## src/rtl/spam_bus_ctl_if.sv

```systemverilog
`default_nettype none
// ============================================================================
// Module   : spam_bus_ctl_if
// Brief    : SPAM core-port and peripheral-side signal bundle for spam_bus_ctl.
// Revision : 1.0 - initial release
// ============================================================================
interface spam_bus_ctl_if #(
    parameter int N_SLAVES = 4,
    parameter int DID_W    = 4,
    parameter int ADDR_W   = 24,
    parameter int DATA_W   = 32
);
    logic                       m_valid;
    logic                       m_r_nw;
    logic [DID_W-1:0]           m_did;
    logic [ADDR_W-1:0]          m_addr;
    logic [DATA_W-1:0]          m_wdata;
    logic                       m_busy_b;
    logic                       m_rvalid;
    logic [DATA_W-1:0]          m_rdata;
    logic [N_SLAVES-1:0]        s_valid;
    logic                       s_r_nw;
    logic [ADDR_W-1:0]          s_addr;
    logic [DATA_W-1:0]          s_wdata;
    logic [N_SLAVES-1:0]        s_busy_b;
    logic [N_SLAVES*DATA_W-1:0] s_rdata;

    // master: the core and its peripherals; slave: the bus controller between them
    modport master (
        output m_valid, m_r_nw, m_did, m_addr, m_wdata, s_busy_b, s_rdata,
        input  m_busy_b, m_rvalid, m_rdata, s_valid, s_r_nw, s_addr, s_wdata
    );
    modport slave (
        input  m_valid, m_r_nw, m_did, m_addr, m_wdata, s_busy_b, s_rdata,
        output m_busy_b, m_rvalid, m_rdata, s_valid, s_r_nw, s_addr, s_wdata
    );
endinterface
`default_nettype wire

```

## src/rtl/spam_bus_ctl.sv

```systemverilog
`default_nettype none
// ============================================================================
// Module   : spam_bus_ctl
// Brief    : Single-master SPAM sequencer with one-hot slave decode, timeout
//            and decode-error recovery. Define SPAM_BUSCTL_STATS_EN to add
//            transfer/timeout statistics counters.
// Revision : 1.0 - initial release
// ============================================================================
module spam_bus_ctl #(
    parameter int               N_SLAVES    = 4,
    parameter int               DID_W       = 4,
    parameter int               ADDR_W      = 24,
    parameter int               DATA_W      = 32,
    parameter int               TIMEOUT_CYC = 255,
    parameter logic [DATA_W-1:0] ERR_DATA   = DATA_W'(32'hDEADDEAD)
) (
    input  wire logic  clk,
    input  wire logic  rst,
    spam_bus_ctl_if.slave bus,
    output logic       err_timeout,
    output logic       err_decode,
    output logic       err_overrun,
    input  wire logic  err_clr
`ifdef SPAM_BUSCTL_STATS_EN
    ,
    output logic [31:0] stat_xfers,
    output logic [15:0] stat_timeouts
`endif
);
    localparam int c_CNT_W = $clog2(TIMEOUT_CYC + 1);
    localparam int c_SEL_W = (N_SLAVES > 1) ? $clog2(N_SLAVES) : 1;
    localparam logic [c_CNT_W-1:0] c_CNT_LAST = c_CNT_W'(TIMEOUT_CYC - 1);

    typedef enum logic [2:0] {
        S_IDLE  = 3'd0,
        S_ISSUE = 3'd1,
        S_WAIT  = 3'd2,
        S_ERR   = 3'd3,
        S_RESP  = 3'd4
    } state_t;

    state_t               r_state;
    logic [c_CNT_W-1:0]   r_cnt;
    logic [c_SEL_W-1:0]   r_sel;
    logic                 r_err_slot;
    logic                 r_busy_b;
    logic                 r_rvalid;
    logic [DATA_W-1:0]    r_rdata;
    logic [N_SLAVES-1:0]  r_s_valid;
    logic                 r_r_nw;
    logic [ADDR_W-1:0]    r_addr;
    logic [DATA_W-1:0]    r_wdata;
    logic                 r_err_timeout;
    logic                 r_err_decode;
    logic                 r_err_overrun;

    logic [N_SLAVES-1:0]  w_onehot;
    logic [DATA_W-1:0]    w_slice [N_SLAVES];
    logic                 w_did_ok;
    logic                 w_sel_done;
    logic [DATA_W-1:0]    w_sel_rdata;
    logic                 w_set_timeout;
    logic                 w_set_decode;
    logic                 w_set_overrun;

    for (genvar gi = 0; gi < N_SLAVES; gi++) begin : g_slave
        assign w_onehot[gi] = (bus.m_did == DID_W'(gi));
        assign w_slice[gi]  = bus.s_rdata[gi*DATA_W +: DATA_W];
    end

    assign w_did_ok      = (32'(bus.m_did) < 32'(N_SLAVES));
    assign w_sel_done    = bus.s_busy_b[r_sel];
    assign w_sel_rdata   = w_slice[r_sel];
    assign w_set_timeout = (r_state == S_WAIT) && !w_sel_done && (r_cnt == c_CNT_LAST);
    assign w_set_decode  = (r_state == S_ERR) && r_err_slot;
    assign w_set_overrun = bus.m_valid && (r_state != S_IDLE);

    always_ff @(posedge clk or posedge rst) begin
        if (rst) begin
            r_state    <= S_IDLE;
            r_cnt      <= '0;
            r_sel      <= '0;
            r_err_slot <= 1'b0;
            r_busy_b   <= 1'b1;
            r_rvalid   <= 1'b0;
            r_rdata    <= '0;
            r_s_valid  <= '0;
            r_r_nw     <= 1'b0;
            r_addr     <= '0;
            r_wdata    <= '0;
        end else begin
            r_rvalid  <= 1'b0;
            r_s_valid <= '0;
            case (r_state)
                S_IDLE: begin
                    if (bus.m_valid) begin
                        r_r_nw     <= bus.m_r_nw;
                        r_addr     <= bus.m_addr;
                        r_wdata    <= bus.m_wdata;
                        r_sel      <= bus.m_did[c_SEL_W-1:0];
                        r_busy_b   <= 1'b0;
                        r_err_slot <= 1'b0;
                        if (w_did_ok) begin
                            r_s_valid <= w_onehot;
                            r_state   <= S_ISSUE;
                        end else begin
                            r_state   <= S_ERR;
                        end
                    end
                end
                S_ISSUE: begin
                    r_cnt   <= '0;
                    r_state <= S_WAIT;
                end
                S_WAIT: begin
                    // completion is tested first so it wins over a coincident timeout
                    if (w_sel_done) begin
                        r_rdata  <= w_sel_rdata;
                        r_rvalid <= 1'b1;
                        r_state  <= S_RESP;
                    end else if (w_set_timeout) begin
                        r_rdata  <= ERR_DATA;
                        r_rvalid <= 1'b1;
                        r_state  <= S_RESP;
                    end else begin
                        r_cnt <= r_cnt + 1'b1;
                    end
                end
                S_ERR: begin
                    // extra slot keeps decode-error latency equal to the fastest slave
                    if (r_err_slot) begin
                        r_rdata  <= ERR_DATA;
                        r_rvalid <= 1'b1;
                        r_state  <= S_RESP;
                    end else begin
                        r_err_slot <= 1'b1;
                    end
                end
                S_RESP: begin
                    r_busy_b <= 1'b1;
                    r_state  <= S_IDLE;
                end
                default: begin
                    r_busy_b <= 1'b1;
                    r_state  <= S_IDLE;
                end
            endcase
        end
    end

    always_ff @(posedge clk or posedge rst) begin
        if (rst) begin
            r_err_timeout <= 1'b0;
            r_err_decode  <= 1'b0;
            r_err_overrun <= 1'b0;
        end else begin
            if (w_set_timeout)      r_err_timeout <= 1'b1;
            else if (err_clr)       r_err_timeout <= 1'b0;
            if (w_set_decode)       r_err_decode  <= 1'b1;
            else if (err_clr)       r_err_decode  <= 1'b0;
            if (w_set_overrun)      r_err_overrun <= 1'b1;
            else if (err_clr)       r_err_overrun <= 1'b0;
        end
    end

`ifdef SPAM_BUSCTL_STATS_EN
    logic [31:0] r_stat_xfers;
    logic [15:0] r_stat_timeouts;

    always_ff @(posedge clk or posedge rst) begin
        if (rst) begin
            r_stat_xfers    <= '0;
            r_stat_timeouts <= '0;
        end else begin
            if (err_clr)
                r_stat_xfers <= r_rvalid ? 32'd1 : 32'd0;
            else if (r_rvalid)
                r_stat_xfers <= r_stat_xfers + 32'd1;
            if (err_clr)
                r_stat_timeouts <= w_set_timeout ? 16'd1 : 16'd0;
            else if (w_set_timeout && (r_stat_timeouts != 16'hFFFF))
                r_stat_timeouts <= r_stat_timeouts + 16'd1;
        end
    end

    assign stat_xfers    = r_stat_xfers;
    assign stat_timeouts = r_stat_timeouts;
`endif

    assign bus.m_busy_b = r_busy_b;
    assign bus.m_rvalid = r_rvalid;
    assign bus.m_rdata  = r_rdata;
    assign bus.s_valid  = r_s_valid;
    assign bus.s_r_nw   = r_r_nw;
    assign bus.s_addr   = r_addr;
    assign bus.s_wdata  = r_wdata;
    assign err_timeout  = r_err_timeout;
    assign err_decode   = r_err_decode;
    assign err_overrun  = r_err_overrun;
endmodule
`default_nettype wire

```

## src/flat_wrapper.sv

```systemverilog
// flat-port wrapper written by rule: the top's interface ports become plain ports
module spam_bus_ctl_flat 
#(
    parameter int               N_SLAVES    = 4,
    parameter int               DID_W       = 4,
    parameter int               ADDR_W      = 24,
    parameter int               DATA_W      = 32,
    parameter int               TIMEOUT_CYC = 255,
    parameter logic [DATA_W-1:0] ERR_DATA   = DATA_W'(32'hDEADDEAD)
)
  (clk, rst, err_timeout, err_decode, err_overrun, err_clr, bus_m_valid, bus_m_r_nw, bus_m_did, bus_m_addr, bus_m_wdata, bus_s_busy_b, bus_s_rdata, bus_m_busy_b, bus_m_rvalid, bus_m_rdata, bus_s_valid, bus_s_r_nw, bus_s_addr, bus_s_wdata);
  spam_bus_ctl_if #(.N_SLAVES(N_SLAVES), .DID_W(DID_W), .ADDR_W(ADDR_W), .DATA_W(DATA_W)) bus_i ();
  input  wire logic clk;
  input  wire logic rst;
  output logic err_timeout;
  output logic err_decode;
  output logic err_overrun;
  input  wire logic err_clr;
  input wire logic [$bits(bus_i.m_valid)-1:0] bus_m_valid;
  input wire logic [$bits(bus_i.m_r_nw)-1:0] bus_m_r_nw;
  input wire logic [$bits(bus_i.m_did)-1:0] bus_m_did;
  input wire logic [$bits(bus_i.m_addr)-1:0] bus_m_addr;
  input wire logic [$bits(bus_i.m_wdata)-1:0] bus_m_wdata;
  input wire logic [$bits(bus_i.s_busy_b)-1:0] bus_s_busy_b;
  input wire logic [$bits(bus_i.s_rdata)-1:0] bus_s_rdata;
  output wire logic [$bits(bus_i.m_busy_b)-1:0] bus_m_busy_b;
  output wire logic [$bits(bus_i.m_rvalid)-1:0] bus_m_rvalid;
  output wire logic [$bits(bus_i.m_rdata)-1:0] bus_m_rdata;
  output wire logic [$bits(bus_i.s_valid)-1:0] bus_s_valid;
  output wire logic [$bits(bus_i.s_r_nw)-1:0] bus_s_r_nw;
  output wire logic [$bits(bus_i.s_addr)-1:0] bus_s_addr;
  output wire logic [$bits(bus_i.s_wdata)-1:0] bus_s_wdata;
  assign bus_i.m_valid = bus_m_valid;
  assign bus_i.m_r_nw = bus_m_r_nw;
  assign bus_i.m_did = bus_m_did;
  assign bus_i.m_addr = bus_m_addr;
  assign bus_i.m_wdata = bus_m_wdata;
  assign bus_i.s_busy_b = bus_s_busy_b;
  assign bus_i.s_rdata = bus_s_rdata;
  assign bus_m_busy_b = bus_i.m_busy_b;
  assign bus_m_rvalid = bus_i.m_rvalid;
  assign bus_m_rdata = bus_i.m_rdata;
  assign bus_s_valid = bus_i.s_valid;
  assign bus_s_r_nw = bus_i.s_r_nw;
  assign bus_s_addr = bus_i.s_addr;
  assign bus_s_wdata = bus_i.s_wdata;
  spam_bus_ctl #(.N_SLAVES(N_SLAVES), .DID_W(DID_W), .ADDR_W(ADDR_W), .DATA_W(DATA_W), .TIMEOUT_CYC(TIMEOUT_CYC), .ERR_DATA(ERR_DATA)) u_core (.clk(clk), .rst(rst), .bus(bus_i), .err_timeout(err_timeout), .err_decode(err_decode), .err_overrun(err_overrun), .err_clr(err_clr));
endmodule
```

## config.mk

```make
export PLATFORM = sky130hd
export DESIGN_NAME = spam_bus_ctl_flat
export DESIGN_NICKNAME = d
export VERILOG_FILES = /design/src/rtl/spam_bus_ctl_if.sv /design/src/rtl/spam_bus_ctl.sv /design/src/flat_wrapper.sv
export SDC_FILE = /design/constraint.sdc
export NUM_CORES = 1
export LEC_CHECK = 0
export ABC_AREA = 1
export CAP_MARGIN = 20
export CORE_MARGIN = 3
export CORE_UTILIZATION = 40
export CTS_CLUSTER_SIZE = 40
export DETAILED_ROUTE_END_ITERATION = 6
export PLACE_DENSITY = 0.81
export RECOVER_POWER = 100
export SYNTH_ARGS = -nofsm -noshare
export SYNTH_HDL_FRONTEND = slang
export SYNTH_SLANG_ARGS = --single-unit
```

## constraint.sdc

```tcl
create_clock -name clk -period 5.9 [get_ports clk]
set_clock_uncertainty 0.05 [all_clocks]
set_input_delay 1.77 -clock clk [delete_from_list [all_inputs] [get_ports clk]]
set_output_delay 1.77 -clock clk [all_outputs]
set_load 0.1 [all_outputs]
```

# ---- Yosys cells after proc, flatten, opt, wreduce, memory -nomap -nowiden
# Cells that the tools add are included.
dict set report op_classes {
  n_lt_le_gt_ge 3
  n_reduce_logical 21
  addsub 1
  muxes 32
  n_bitwise 2
  n_eq_ne 12
}
# cell n
set op_table {}
lappend op_table {{$mux 32} 5}
lappend op_table {{$bmux 32 s2} 1}
lappend op_table {{$pmux 32 s2} 1}
lappend op_table {{$mux 8} 2}
lappend op_table {{$pmux 8 s2} 1}
lappend op_table {{$mux 3} 4}
lappend op_table {{$mux 4} 3}
lappend op_table {{$pmux 3 s4} 1}
lappend op_table {{$reduce_bool 2->1} 6}
lappend op_table {{$mux 1} 9}
lappend op_table {{$reduce_and 3->1} 3}
lappend op_table {{$add 8x1->8 const B} 1}
lappend op_table {{$eq 4x2->1 const B} 2}
lappend op_table {{$eq 8x8->1 const B} 1}
lappend op_table {{$eq 3x2->1 const B} 2}
lappend op_table {{$ne 2x2->1 const B} 3}
lappend op_table {{$pmux 1 s2} 3}
lappend op_table {{$reduce_and 2->1} 3}
lappend op_table {{$eq 4x1->1 const B} 1}
lappend op_table {{$logic_and 1x1->1} 4}
lappend op_table {{$logic_not 4->1} 1}
lappend op_table {{$lt 4x3->1 const B} 1}
lappend op_table {{$eq 3x1->1 const B} 1}
lappend op_table {{$ge 3x3->1 const B} 1}
lappend op_table {{11 further kinds} 11}
dict set report totals {
  register_bits 112
  output_inout_bits 98
  word_cells 85
  in_bits 197
}

# ---- Longest topological paths before layout
dict set report logic_depth {
  word_depth 8
  ltp_mapped 10
}

# ---- Worst setup path before layout
# OpenSTA, ideal clock, no wires.
dict set report synth_path {
  kind {reg2out}
  startpoint {reg u_core.r_rdata[0], in the netlist u_core.bus.m_rdata[0]}
  endpoint {out bus_m_rdata[0]}
  t_arrival_ns 0.898
  required_time_ns 4.080
  path_buffers 0
  setup_slack_ns 3.182
  stages_incl_launch_ff 1
  cell_sequence {dfrtp_1}
}
# item line
set synth_rtl {}
lappend synth_rtl {{from (decl)} spam_bus_ctl.sv:48} ;# logic [DATA_W-1:0] r_rdata;
lappend synth_rtl {{from (signal assigned)} spam_bus_ctl.sv:118} ;# r_rdata <= w_sel_rdata;
lappend synth_rtl {{to (decl)} flat_wrapper.sv:28} ;# output wire logic [$bits(bus_i.m_rdata)-1:0] bus_m_rdata;
# No word-level cell between the ends.

# ---- Worst setup path in the final report
dict set report layout_path {
  startpoint {in bus_s_busy_b[1]}
  endpoint {reg u_core.r_rdata[18], in the netlist u_core.bus.m_rdata[18]}
}
dict set report layout_between {
  elab_chain_len 7
  word_cells_on_any_way 9
  classes_between {eq/ne (1); mux (4); reduce/logical (4)}
}
# item line
set layout_rtl {}
lappend layout_rtl {{from (decl)} flat_wrapper.sv:24} ;# input wire logic [$bits(bus_i.s_busy_b)-1:0] bus_s_busy_b;
lappend layout_rtl {{$bmux 1 s2 (*)} spam_bus_ctl.sv:72} ;# assign w_sel_done = bus.s_busy_b[r_sel];
lappend layout_rtl {{$mux 1 (not written as such) (*)} spam_bus_ctl.sv:72}
lappend layout_rtl {{$logic_not 1->1} spam_bus_ctl.sv:74} ;# assign w_set_timeout = (r_state == S_WAIT) && !w_sel_done && (r_cnt == c_CNT_LAST);
lappend layout_rtl {{$logic_and 1x1->1 (2 in a row)} spam_bus_ctl.sv:74}
lappend layout_rtl {{$ne 3x1->1 (no line)} -}
lappend layout_rtl {{$reduce_and 3->1 (no line)} -}
# Mark *: on every way between the ends. The rest lies on a longest branch, timed or not. The select of a mux whose other input is x is not followed.
# A chain may end at the register's enable or synchronous reset.

==> impl_results.md <==
- Num CTS Buffers: 9
- Die Y: 125 um
- Unique masters post-synth: 25
- Top cells by count, synth: 462 x nand2_1, 111 x dfrtp_1, 111 x nand3_1, 29 x buf_2, 23 x nor2_1
- Cell Area, Synth: roughly 5700 um2
- Number of fill cells in the layout: 1213
- TritonCTS clock tree: yes
- Max-Cap Viols: 2
- Yosys warning count: 0
- Final count of hold timing violations: 0
- Worst setup EP type: register
- Post-synthesis async set-or-reset flop share: 100%
- R2R Setup Slk: 2.62 ns
- Fraction of layout cells with a size suffix above 1: 3.07%
- Wire length per cell: between 15 and 20 um
- First-iteration detailed-routing DRC count: roughly 500
- Synth top area share: 48.7%
- Hold crit path type: register to register
- Dpl ws: ~2 ns
- Post-synth EDFFs: 0
- Area leader, netlist: dfrtp_1
- Final period util: 69.5%
- Initial antenna violation count: 0
- Post-Syn Instances: 805
- Relative slew slack: -12.6%
- Remaining Overflow, GRT: 0
- Failing checks: max-capacitance violations, max-slew violations
- Worst Setup Start Kind: input port
- Clk buf depth: 2
- Port Buffer Count: 294
- Count leader, synth: nand2_1
- WS Path Type: input port to register
- Seq cells post-synth: 112
- Worst setup margin: 1.80 ns
- Status: finished with violations
- Nets: between 1000 and 1500
- Unrepaired setup endpoints after global routing: no
- Routed vias: 5999
- Syn Nets: between 1000 and 1500
- GPL Wtd Cong: between 0.8 and 0.9
- Slew Viols, Final: 99
- Clock slew at reported path FFs: 0.07 ns
- CTS root buffer: clkbuf_16
- Crit Path Max Fanout: 34
- Post-synth top flop: dfrtp_1
- Sinks on Clock Net: 112
- Crit path to: u_core.bus.m_rdata[18]
- Global Route Usage Sum: ~24%
- Final ANT Viol Nets: 0
- Setup crit start: bus_s_busy_b[1]
- Drt first pass iters: 4
- DRC violations left: 0
- WL final: 19000 um
- Post-synthesis sequential area ratio: 49.1%
- Ports: 295
- Critical Path RT: between 6 and 7 ns
- Minimum clock period: 4.10 ns
- Number of global-route vias before repair: 6000
- Synth-to-layout area growth: 57.5%
- Crit Reg-Reg Endpoint: u_core.bus.m_rdata[18]
- Core Box Area: 13900 um2
- Max Freq: between 200 and 250 MHz
- Die ar.: 15700 um2
- Leading post-synthesis cells by cell area: dfrtp_1 49%, nand2_1 30%, nand3_1 9.7%, buf_2 2.5%, nor2_1 1.5%
- Antenna Cells: 0
- Post_cts resized: 0
- Final setup violation count: 0
- DP HPWL: 14300 um
- First-pass GRT wire length: 30600 um
- Worst EP arrival: 4.29 ns
- R2R Path Start: u_core.r_sel[1]
- Latest clock arrival within the worst-skew pair: ~0.34 ns
- CTS Hold Bufs: 0
- Post-CTS setup buffers: 0
- CTS H-tree depth: 3
- Largest net degree at the start of global routing: 69
- Num rows: 43
- Tightest Pin Transition: 1.68 ns
- Die X: 125 um
- Synthesized area per cell: 7.09 um2
- Worst reg-to-reg path cell count: 9
- Starting density of the core: 41.0%
- Average vias per placed instance: roughly 4.8
- TNS Setup: 0 ns
-- cell type report --
cell class                 count  area [um2]  area share, %
timing repair buffer         300        2990           33.2
sequential                   112        2810           31.2
multi-input combinational    625        2570           28.6
clock buffer                  11         253           2.81
tap                          180         225           2.51
inverter                      22        83.8          0.933
clock inverter                 5        62.6          0.696
-- metrics by stage --
step	instance area, um2	std cells	hold slack (ns)	util (%)
3_5_place_dp	8690	1239	0.414	62.4
4_1_cts	9010	1255	0.434	64.7
2_1_floorplan	5710	805	0.444	-
3_3_place_gp	8690	1239	0.410	62.4
6_report	8990	1255	0.424	64.5
5_1_grt	8990	1255	0.442	64.5
-- sequential cells by signal (all words and copies together) (netlist names), 2 cells and up --
register,cells
u_core.bus.m_rdata,32
u_core.bus.s_wdata,32
u_core.bus.s_addr,24
u_core.r_cnt,8
u_core.bus.s_valid,4
u_core.r_state,3
u_core.r_sel,2
-- layout by cell type (no fill, tap or decap), drive strengths merged, types with 4 or more instances in the layout --
cell	n
buf	6
nand2	468
dfrtp	111
inv	22
nor2	23
nand3	113
o21ai	8
nor4	4
clkbuf	11
clkdlybuf4s50	192
dlygate4sd3	102
-- worst max-delay path: stages --
cell	delay (ns)
dlygate4sd3_1	0.53
nand2_1	0.11
nand3_1	0.13
nand2_1	0.20
nand2_2	0.06
nand2_1	0.80
nand2_4	0.44
nand2_1	0.18
nand2_1	0.06
-- cell families (layout without fill, tap and decap cells) --
| family | after synthesis | after routing | share of synthesized area, % |
|---|---|---|---|
| AND/OR/NAND/NOR | 609 | 609 | 43.4 |
| flip-flops | 112 | 112 | 49.1 |
| buffers and inverters | 68 | 338 | 5.57 |
| AO/OA/AOI/OAI | 12 | 12 | 1.18 |
| adder cells (fa/ha/maj) | 2 | 2 | 0.438 |
| XOR/XNOR | 2 | 2 | 0.307 |
-- layer usage --
metal	GRT usage [%]	routed length, um	vias up
li1	-	-	3039
met1	29.8	7600	2722
met2	41.1	9490	200
met3	5.64	1230	38
met4	9.38	650	0
met5	0	0	-
-- worst min-delay path by stage --
| stage | startpoint | end | slack, ns | cells past startpoint |
|---|---|---|---|---|
| 2_1_floorplan | u_core.r_state[2] | u_core.bus.m_busy_b | 0.44 | 2 |
| 3_5_place_dp | u_core.bus.s_wdata[28] | u_core.bus.s_wdata[28] | 0.41 | 2 |
| 5_1_grt | u_core.bus.s_wdata[15] | u_core.bus.s_wdata[15] | 0.44 | 2 |
| 4_1_cts | u_core.bus.s_addr[4] | u_core.bus.s_addr[4] | 0.43 | 2 |
| 6_report | u_core.bus.s_wdata[20] | u_core.bus.s_wdata[20] | 0.42 | 2 |
| 3_3_place_gp | u_core.bus.s_addr[23] | u_core.bus.s_addr[23] | 0.41 | 2 |
Power is not shown: default switching activity piles up to over one toggle a cycle in this logic, so the estimate is an artifact.
